File: config.mk
export PLATFORM = sky130hd
export DESIGN_NAME = conv_encoder_framed_flat
export DESIGN_NICKNAME = d
export VERILOG_FILES = /design/src/rtl/conv_encoder_framed_pkg.sv /design/src/rtl/conv_encoder_framed_if.sv /design/src/rtl/conv_branch_core.sv /design/src/rtl/conv_encoder_framed.sv /design/src/flat_wrapper.sv
export SDC_FILE = /design/constraint.sdc
export NUM_CORES = 1
export LEC_CHECK = 0
export CAP_MARGIN = 25
export CORE_MARGIN = 2
export CORE_UTILIZATION = 42
export DETAILED_ROUTE_END_ITERATION = 10
export PLACE_DENSITY = 0.7
export SLEW_MARGIN = 20
export SYNTH_ARGS = -nofsm -noshare
export SYNTH_HDL_FRONTEND = slang
export SYNTH_SLANG_ARGS = --single-unit
File: constraint.sdc
create_clock -name i_clk -period 3.37 [get_ports i_clk]
set_clock_uncertainty 0.1 [all_clocks]
set_input_delay 0.674 -clock i_clk [delete_from_list [all_inputs] [get_ports i_clk]]
set_output_delay 0.674 -clock i_clk [all_outputs]
set_load 0.02 [all_outputs]
File: src/rtl/conv_encoder_framed_pkg.sv
//------------------------------------------------------------------------------
// Module  : conv_pkg
// Purpose : Shared types and constants for the K=3 rate-1/2 encoder/decoder.
// Rev     : 1.0
//------------------------------------------------------------------------------
`default_nettype none

package conv_pkg;

    typedef enum logic [1:0] {
        IDLE = 2'd0,
        DATA = 2'd1,
        TAIL = 2'd2
    } enc_state_t;

    // Trellis state {u(n-1), u(n-2)}; encodings shared with the Viterbi decoder.
    typedef logic [1:0] trellis_t;

    localparam trellis_t S0 = 2'b00;
    localparam trellis_t S1 = 2'b01;
    localparam trellis_t S2 = 2'b10;
    localparam trellis_t S3 = 2'b11;

    localparam int K        = 3;
    localparam int TAIL_LEN = K - 1;

    localparam logic [2:0] G0_DEF = 3'b111;
    localparam logic [2:0] G1_DEF = 3'b101;

endpackage

`default_nettype wire

File: src/rtl/conv_encoder_framed_if.sv
//------------------------------------------------------------------------------
// Module  : conv_encoder_framed_if
// Purpose : Bit-in / symbol-out handshake bundle of the framed encoder.
// Rev     : 1.0
//------------------------------------------------------------------------------
`default_nettype none

interface conv_encoder_framed_if #(
    parameter int LEN_W = 8
);
    logic             i_start;
    logic [LEN_W-1:0] i_frame_len;
    logic             i_valid;
    logic             i_bit;
    logic             o_ready;
    logic [1:0]       o_symbol;
    logic             o_sym_valid;
    logic             i_sym_ready;
    logic             o_sym_last;
    logic             o_busy;
    logic             o_err;

    modport master (
        output i_start, i_frame_len, i_valid, i_bit, i_sym_ready,
        input  o_ready, o_symbol, o_sym_valid, o_sym_last, o_busy, o_err
    );

    modport slave (
        input  i_start, i_frame_len, i_valid, i_bit, i_sym_ready,
        output o_ready, o_symbol, o_sym_valid, o_sym_last, o_busy, o_err
    );
endinterface

`default_nettype wire

File: src/rtl/conv_branch_core.sv
//------------------------------------------------------------------------------
// Module  : conv_branch_core
// Purpose : One trellis branch: coded symbol and next state for (s, u).
// Rev     : 1.0
//------------------------------------------------------------------------------
`default_nettype none

module conv_branch_core
    import conv_pkg::*;
#(
    parameter logic [2:0] G0 = G0_DEF,
    parameter logic [2:0] G1 = G1_DEF
) (
    input  trellis_t   i_s,
    input  logic       i_u,
    output logic [1:0] o_symbol,
    output trellis_t   o_ns
);
    logic [2:0] w_reg;

    assign w_reg    = {i_u, i_s};
    assign o_symbol = {^(G0 & w_reg), ^(G1 & w_reg)};
    assign o_ns     = {i_u, i_s[1]};
endmodule

`default_nettype wire

File: src/rtl/conv_encoder_framed.sv
//------------------------------------------------------------------------------
// Module  : conv_encoder_framed
// Purpose : Framed K=3 rate-1/2 convolutional encoder with zero-tail flush.
// Rev     : 1.0
//------------------------------------------------------------------------------
`default_nettype none

module conv_encoder_framed
    import conv_pkg::*;
#(
    parameter int         LEN_W = 8,
    parameter logic [2:0] G0    = G0_DEF,
    parameter logic [2:0] G1    = G1_DEF
) (
    input  wire logic             i_clk,
    input  wire logic             i_rst_n,
    conv_encoder_framed_if.slave  bus
);
    localparam logic [LEN_W-1:0] c_TAIL_LAST = LEN_W'(TAIL_LEN - 1);
    localparam logic [LEN_W-1:0] c_ONE       = LEN_W'(1);

    enc_state_t       r_state;
    trellis_t         r_s;
    logic [LEN_W-1:0] r_cnt;
    logic [LEN_W-1:0] r_len;
    logic [1:0]       r_sym;
    logic             r_sym_valid;
    logic             r_sym_last;
    logic             r_err;

    logic             w_free;
    logic             w_u;
    logic             w_accept;
    logic             w_tail_load;
    logic             w_load;
    logic             w_tail_last;
    logic [1:0]       w_sym;
    trellis_t         w_ns;

    assign w_free      = !r_sym_valid || bus.i_sym_ready;
    // Tail cycles feed zeros so the trellis drains back to S0.
    assign w_u         = (r_state == DATA) ? bus.i_bit : 1'b0;
    assign w_accept    = (r_state == DATA) && bus.i_valid && w_free;
    assign w_tail_load = (r_state == TAIL) && w_free;
    assign w_load      = w_accept || w_tail_load;
    assign w_tail_last = w_tail_load && (r_cnt == c_TAIL_LAST);

    conv_branch_core #(
        .G0 (G0),
        .G1 (G1)
    ) u_branch (
        .i_s      (r_s),
        .i_u      (w_u),
        .o_symbol (w_sym),
        .o_ns     (w_ns)
    );

    always_ff @(posedge i_clk or negedge i_rst_n) begin
        if (!i_rst_n) begin
            r_state     <= IDLE;
            r_s         <= S0;
            r_cnt       <= '0;
            r_len       <= '0;
            r_sym       <= 2'b00;
            r_sym_valid <= 1'b0;
            r_sym_last  <= 1'b0;
            r_err       <= 1'b0;
        end else begin
            r_err <= bus.i_start && ((r_state != IDLE) || (bus.i_frame_len == '0));

            // Output register only changes when it is free; otherwise it holds.
            if (w_free) begin
                r_sym_valid <= w_load;
                r_sym_last  <= w_tail_last;
                if (w_load) begin
                    r_sym <= w_sym;
                end
            end

            case (r_state)
                IDLE: begin
                    if (bus.i_start && (bus.i_frame_len != '0)) begin
                        r_len   <= bus.i_frame_len;
                        r_s     <= S0;
                        r_cnt   <= '0;
                        r_state <= DATA;
                    end
                end
                DATA: begin
                    if (w_accept) begin
                        r_s <= w_ns;
                        if (r_cnt == (r_len - c_ONE)) begin
                            r_cnt   <= '0;
                            r_state <= TAIL;
                        end else begin
                            r_cnt <= r_cnt + c_ONE;
                        end
                    end
                end
                TAIL: begin
                    if (w_tail_load) begin
                        r_s <= w_ns;
                        if (w_tail_last) begin
                            r_cnt   <= '0;
                            r_state <= IDLE;
                        end else begin
                            r_cnt <= r_cnt + c_ONE;
                        end
                    end
                end
                default: r_state <= IDLE;
            endcase
        end
    end

    assign bus.o_ready     = (r_state == DATA) && w_free;
    assign bus.o_busy      = (r_state != IDLE);
    assign bus.o_symbol    = r_sym;
    assign bus.o_sym_valid = r_sym_valid;
    assign bus.o_sym_last  = r_sym_last;
    assign bus.o_err       = r_err;
endmodule

`default_nettype wire

File: src/flat_wrapper.sv
// flat-port wrapper written by rule: the top's interface ports become plain ports
module conv_encoder_framed_flat import conv_pkg::*;
#(
    parameter int         LEN_W = 8,
    parameter logic [2:0] G0    = G0_DEF,
    parameter logic [2:0] G1    = G1_DEF
)
  (i_clk, i_rst_n, bus_i_start, bus_i_frame_len, bus_i_valid, bus_i_bit, bus_i_sym_ready, bus_o_ready, bus_o_symbol, bus_o_sym_valid, bus_o_sym_last, bus_o_busy, bus_o_err);
  conv_encoder_framed_if #(.LEN_W(LEN_W)) bus_i ();
  input  wire logic i_clk;
  input  wire logic i_rst_n;
  input wire logic [$bits(bus_i.i_start)-1:0] bus_i_start;
  input wire logic [$bits(bus_i.i_frame_len)-1:0] bus_i_frame_len;
  input wire logic [$bits(bus_i.i_valid)-1:0] bus_i_valid;
  input wire logic [$bits(bus_i.i_bit)-1:0] bus_i_bit;
  input wire logic [$bits(bus_i.i_sym_ready)-1:0] bus_i_sym_ready;
  output wire logic [$bits(bus_i.o_ready)-1:0] bus_o_ready;
  output wire logic [$bits(bus_i.o_symbol)-1:0] bus_o_symbol;
  output wire logic [$bits(bus_i.o_sym_valid)-1:0] bus_o_sym_valid;
  output wire logic [$bits(bus_i.o_sym_last)-1:0] bus_o_sym_last;
  output wire logic [$bits(bus_i.o_busy)-1:0] bus_o_busy;
  output wire logic [$bits(bus_i.o_err)-1:0] bus_o_err;
  assign bus_i.i_start = bus_i_start;
  assign bus_i.i_frame_len = bus_i_frame_len;
  assign bus_i.i_valid = bus_i_valid;
  assign bus_i.i_bit = bus_i_bit;
  assign bus_i.i_sym_ready = bus_i_sym_ready;
  assign bus_o_ready = bus_i.o_ready;
  assign bus_o_symbol = bus_i.o_symbol;
  assign bus_o_sym_valid = bus_i.o_sym_valid;
  assign bus_o_sym_last = bus_i.o_sym_last;
  assign bus_o_busy = bus_i.o_busy;
  assign bus_o_err = bus_i.o_err;
  conv_encoder_framed #(.LEN_W(LEN_W), .G0(G0), .G1(G1)) u_core (.i_clk(i_clk), .i_rst_n(i_rst_n), .bus(bus_i));
endmodule
======== After elaboration in Yosys (flattened, before gate mapping) ========
Index checks and enable logic that the tools add are counted.
storage, ports and cells
  bits in registers ....................... 25
  bits of input ports ..................... 14
  output and inout port bits .............. 7
  word-level logic and storage cells ...... 58
cells by class
  add/subtract/negate cells ............... 2
  equality and inequality tests ........... 9
  muxes and demuxes ....................... 17
  reductions and logical operators ........ 22
operator list
  operator               number
  $mux W8                5
  $pmux W8 S3            1
  $mux W2                8
  $pmux W2 S3            2
  $add A8 B1 Y8 const B  1
  $eq A8 B1 Y1 const B   1
  $eq A8 B8 Y1           1
  $logic_not A8 Y1       1
  $ne A2 B1 Y1 const B   4
  $reduce_bool A8 Y1     1
  $sub A8 B1 Y8 const B  1
  $logic_and A1 B1 Y1    7
  $reduce_xor A3 Y1      2
  $reduce_and A5 Y1      1
  $reduce_and A2 Y1      2
  $reduce_and A4 Y1      1
  $logic_or A1 B1 Y1     3
  $reduce_bool A3 Y1     1
  $eq A2 B1 Y1 const B   1
  $eq A2 B2 Y1 const B   1
  $logic_not A2 Y1       1
  $ne A2 B2 Y1 const B   1
  $reduce_bool A2 Y1     1
  $logic_not A1 Y1       1
  $mux W1                1

======== Depth between registers and ports, before layout ========
  depth after elaboration ................. 7
  gate-level depth with buffers ........... 10
  mapped depth without buffers ............ 8

======== By module ========
A second synthesis with hierarchy kept.
second synthesis, totals
  cell total of the unflattened synthesis .. 149
  area, all modules ....................... 1540.2 um^2
by module, submodules not included
  module               instances  cells each  area each (um^2)  sequential area each (um^2)
  conv_encoder_framed  1          145         1492.7            625.6
  conv_branch_core     1          4           47.5              0.0

======== Worst setup path before layout ========
No wires, ideal clock.
  path kind ............................... reg-to-reg
  start ................................... register u_core.r_len[2]
  end ..................................... register u_core.r_cnt[4]
  setup time .............................. 0.121 ns
  arrival time ............................ 2.311 ns
  required time ........................... 3.149 ns
  path slack .............................. 0.838 ns
  stages on the path, launching flop included .. 9
  path buffers ............................ 2
  period minus slack after synthesis ...... 2.532 ns
  cells stage by stage .................... dfrtp_1 buf_6 or3_4 o31a_1 a211o_1 a2111o_1 buf_6 a41o_1 a22o_1
on the way
  longest elaborated chain between the ends .. 5
RTL lines
  element                 RTL line                    RTL
  from (decl)             conv_encoder_framed.sv:25   logic [LEN_W-1:0] r_len;
  from (signal assigned)  conv_encoder_framed.sv:83   r_len <= bus.i_frame_len;
  $sub A8 B1 Y8           conv_encoder_framed.sv:92   if (r_cnt == (r_len - c_ONE)) begin
  $eq A8 B8 Y1            conv_encoder_framed.sv:92
  $mux W8                 conv_encoder_framed.sv:92
  $mux W8                 conv_encoder_framed.sv:90   if (w_accept) begin
  $pmux W8 S3             conv_encoder_framed.sv:80   case (r_state)
  to (signal assigned)    conv_encoder_framed.sv:96   r_cnt <= r_cnt + c_ONE;
  to (signal assigned)    conv_encoder_framed.sv:107  r_cnt <= r_cnt + c_ONE;
  to (decl)               conv_encoder_framed.sv:24   logic [LEN_W-1:0] r_cnt;
Every way passes these cells. The select of a mux whose other input is x is not followed.
A chain may end at the register's enable or synchronous reset.

======== Final worst setup path ========
  start ................................... input port bus_i_sym_ready
  end ..................................... output port bus_o_ready
on the way
  longest elaborated chain between the ends .. 2
RTL lines
  element              RTL line                    RTL
  from (decl)          flat_wrapper.sv:16          input wire logic [$bits(bus_i.i_sym_ready)-1:0] bus_i_sym_ready;
  $logic_or A1 B1 Y1   conv_encoder_framed.sv:40   assign w_free = !r_sym_valid || bus.i_sym_ready;
  $logic_and A1 B1 Y1  conv_encoder_framed.sv:116  assign bus.o_ready = (r_state == DATA) && w_free;
  to (decl)            flat_wrapper.sv:17          output wire logic [$bits(bus_i.o_ready)-1:0] bus_o_ready;
Every way passes these cells.

==> flow_summary_export.csv <==
group,metric,value,unit
global_route,antenna_found_initial,0,
worst_hold_path,hp-class,"flip-flop to flip-flop",
global_route,grt_pass1_vias,1283,
route,first_drt_iteration_drcs,46,
worst_hold_path,hold_path_startpoint,"u_core.bus.o_sym_last",
finish,mostFrequentLayoutCells,"25 x sky130_fd_sc_hd__dfrtp_1, 21 x sky130_fd_sc_hd__nand2_1, 20 x sky130_fd_sc_hd__clkdlybuf4s50_1",
clock_network,clk_path_buf_depth,2,
clock_network,tritoncts,"built",
worst_setup_path,critPathRequiredTime,2.60,ns
floorplanning,fp-row-count,22,
finish,multiInputGateArea,848,sq um
placed_design,numPortBuffers,20,
clock_network,clock_sink_count,25,
logic_synthesis,synth.avg_cell_area,9.46,sq um
worst_setup_path,critPathLaunch,"bus_i_sym_ready",
route,drc,0,
floorplanning,dieHeight,65.0,um
global_route,grt-ovfl-total,0,
worst_setup_path,endpoint_kind,"primary output",
power,vdd_drop_max,0.000416,V
clock_network,clkSlewWorstSetupHoldPaths,0.09,ns
logic_synthesis,synthesis.nets,186,
worst_setup_path,termination_of_the_worst_setup_path,"bus_o_ready",
timing,period_needed,2.88,ns
clock_network,cts.hold.buffers_added,0,
placed_design,place.gp.congestion,0.833,
floorplanning,die_width,65.0,um
route,drt-pass1-iter-count,4,
finish,synthToLayoutAreaGrowth,17.2,%
clock_network,post_cts_resize_count,0,
route,drtAntennaViolNets,0,
logic_synthesis,ys_async_sr_fraction,1.00,
worst_setup_path,critical_path.reg2reg.endpoint,"u_core.r_cnt[3]",
placed_design,pre_cts_ws,0.501,ns
timing,grt_setup_unrepaired,"false",
finish,final_nets,204,
worst_setup_path,setup.reg_to_reg.worst_slack,0.67,ns
logic_synthesis,synth_sequential_area_ratio,0.401,
timing,final_max_slew_viol_count,0,
logic_synthesis,yosys.cell_types.count,39,
logic_synthesis,synth_enable_flop_cells,0,
clock_network,htree_levels,1,
timing,max_slew_margin,0.627,
placed_design,dp_hpwl,2550,um
timing,finalSetupViolations,0,
worst_setup_path,r2r.worst_path.cells,6,
floorplanning,io-pin-count,21,
clock_network,post-cts-setup-buffers,0,
worst_setup_path,path_max_fanout,5,
floorplanning,die_area,4220,sq um
timing,finalCritPeriodShare,0.855,
power,static-leakage-power,0.000768,uW
floorplanning,floorplan.initialDensity,0.433,
floorplanning,design.core.area,3610,sq um
global_route,grt_first_pass_wirelength,5720,um
timing,final_hold_viol_count,0,
worst_setup_path,cp.arrival,2.11,ns
timing,layout_setup_ws,0.487,ns
logic_synthesis,count_of_state_elements_after_synthesis,25,
clock_network,clockRootBuffer,"sky130_fd_sc_hd__clkbuf_8",
finish,share_of_layout_cells_above_drive_strength_1,0.104,
outcome,result_of_the_run,"complete, no violations",
worst_hold_path,depth_of_the_worst_hold_timing_path,2,
route,routed-via-count,1250,
logic_synthesis,post_synth_main_area_contributors,"sky130_fd_sc_hd__dfrtp_1 40%, sky130_fd_sc_hd__mux2_2 7.2%, sky130_fd_sc_hd__ha_1 5.6%, sky130_fd_sc_hd__nand2_1 5.1%, sky130_fd_sc_hd__xor2_1 3.4%",
route,post_drt_via_cell_ratio,5.43,
worst_setup_path,crit_type,"primary input to primary output",
clock_network,clock_insertion_delay_worst_skew,0.26,ns
worst_setup_path,critPathLaunchType,"primary input",
finish,layout.cells.most_common,"sky130_fd_sc_hd__dfrtp_1",
logic_synthesis,yosysWarnings,0,
global_route,grt_start_max_net_pins,26,
global_route,global_router_s_overall_resource_usage,0.170,
worst_setup_path,timing.rr.start,"u_core.r_len[2]",
logic_synthesis,synthesis.instances,165,
route,wl_per_cell,14.5,um
clock_network,cts_buffers,3,
route,route.final.wire_length,3330,um
finish,n_fill_cell,329,
power,power-per-cell-area,757,nW/um^2
timing,maxClockFrequency,347,MHz
timing,worstMarginPinSlew,0.559,ns
logic_synthesis,dominantRegCellSynth,"sky130_fd_sc_hd__dfrtp_1",
finish,sequential_cell_area,626,sq um
timing,final_setup_tns,0,ns
job,maxCapViolations,0,
finish,antenna_cells,0,
logic_synthesis,netlist.top_cell.by_area,"sky130_fd_sc_hd__dfrtp_1",
logic_synthesis,synth_top_area_share,0.401,
logic_synthesis,post_synth_instance_area,1560,sq um
## state kept, by name, summed over array words and instances, names as in the netlist
register                cells
u_core.r_s                  2
u_core.bus.o_sym_last       1
u_core.r_len                8
u_core.bus.o_err            1
u_core.r_state              2
u_core.r_cnt                8
u_core.bus.o_sym_valid      1
u_core.bus.o_symbol         2
## metal layers
layer | vias up | GRT usage | part of all wire
met3 | 4 | 0.0313 | 0.050
met4 | 0 | 0.0399 | 0.0045
met1 | 589 | 0.231 | 0.47
met5 | - | 0 | 0
met2 | 35 | 0.281 | 0.48
li1 | 622 | - | -
## through the flow
step	area, sq um	hold WS, ns	utilization	std cells	power [uW]
finish	1830	0.407	0.507	230	1380
global route	1830	0.441	0.507	230	1490
CTS	1830	0.402	0.507	230	1390
detailed placement	1780	0.384	0.494	226	1210
global placement	1780	0.378	0.494	226	1180
floorplan	1560	0.278	-	165	1020
## report_power, final
group,switching (uW),internal (uW),total (uW)
Sequential,121,396,517
Clock,93.6,82.5,176
Combinational,364,327,691
Total,578,806,1380
## how the worst min path moves through the flow
stage	slack [ns]	to
3_5_place_dp	0.38	u_core.bus.o_sym_last
3_3_place_gp	0.38	u_core.bus.o_sym_last
5_1_grt	0.44	u_core.bus.o_symbol[0]
2_1_floorplan	0.28	u_core.bus.o_err
6_report	0.41	u_core.bus.o_sym_last
4_1_cts	0.40	u_core.bus.o_sym_last
## synthesized netlist by cell type, types with 3 or more instances
| cell | count |
|---|---|
| sky130_fd_sc_hd__mux2_2 | 10 |
| sky130_fd_sc_hd__a22o_1 | 3 |
| sky130_fd_sc_hd__nor4_1 | 8 |
| sky130_fd_sc_hd__dfrtp_1 | 25 |
| sky130_fd_sc_hd__xnor2_1 | 4 |
| sky130_fd_sc_hd__nand3_1 | 6 |
| sky130_fd_sc_hd__mux2i_1 | 4 |
| sky130_fd_sc_hd__nand2_1 | 21 |
| sky130_fd_sc_hd__inv_1 | 11 |
| sky130_fd_sc_hd__o21ai_0 | 10 |
| sky130_fd_sc_hd__nor2_1 | 8 |
| sky130_fd_sc_hd__clkbuf_1 | 6 |
| sky130_fd_sc_hd__xor2_1 | 6 |
| sky130_fd_sc_hd__nor3_1 | 4 |
| sky130_fd_sc_hd__ha_1 | 7 |
## worst max-delay path, cell delays in order
cell	delay, ns
sky130_fd_sc_hd__clkdlybuf4s50_1	0.48
sky130_fd_sc_hd__nand2b_1	0.19
sky130_fd_sc_hd__and2_1	0.16
sky130_fd_sc_hd__clkdlybuf4s50_1	0.61
## final cells by class
| type | instances | share of cell area |
|---|---|---|
| Clock buffer | 3 | 0.0226 |
| Sequential cell | 25 | 0.342 |
| Inverter | 11 | 0.0226 |
| Clock inverter | 1 | 0.00274 |
| Timing Repair Buffer | 21 | 0.114 |
| Multi-Input combinational cell | 121 | 0.464 |
| Tap cell | 48 | 0.0328 |
## cell families after synthesis
family / Yosys count / synth area share
adders and majority gates: 7 / 0.0561
muxes: 14 / 0.0978
and+or+nand+nor: 57 / 0.180
DFF: 25 / 0.401
AOI/OAI and AO/OA: 33 / 0.154
buffers and inverters: 19 / 0.0553
xor gates and xnor gates: 10 / 0.0561
(Power assumes the default switching activity.)
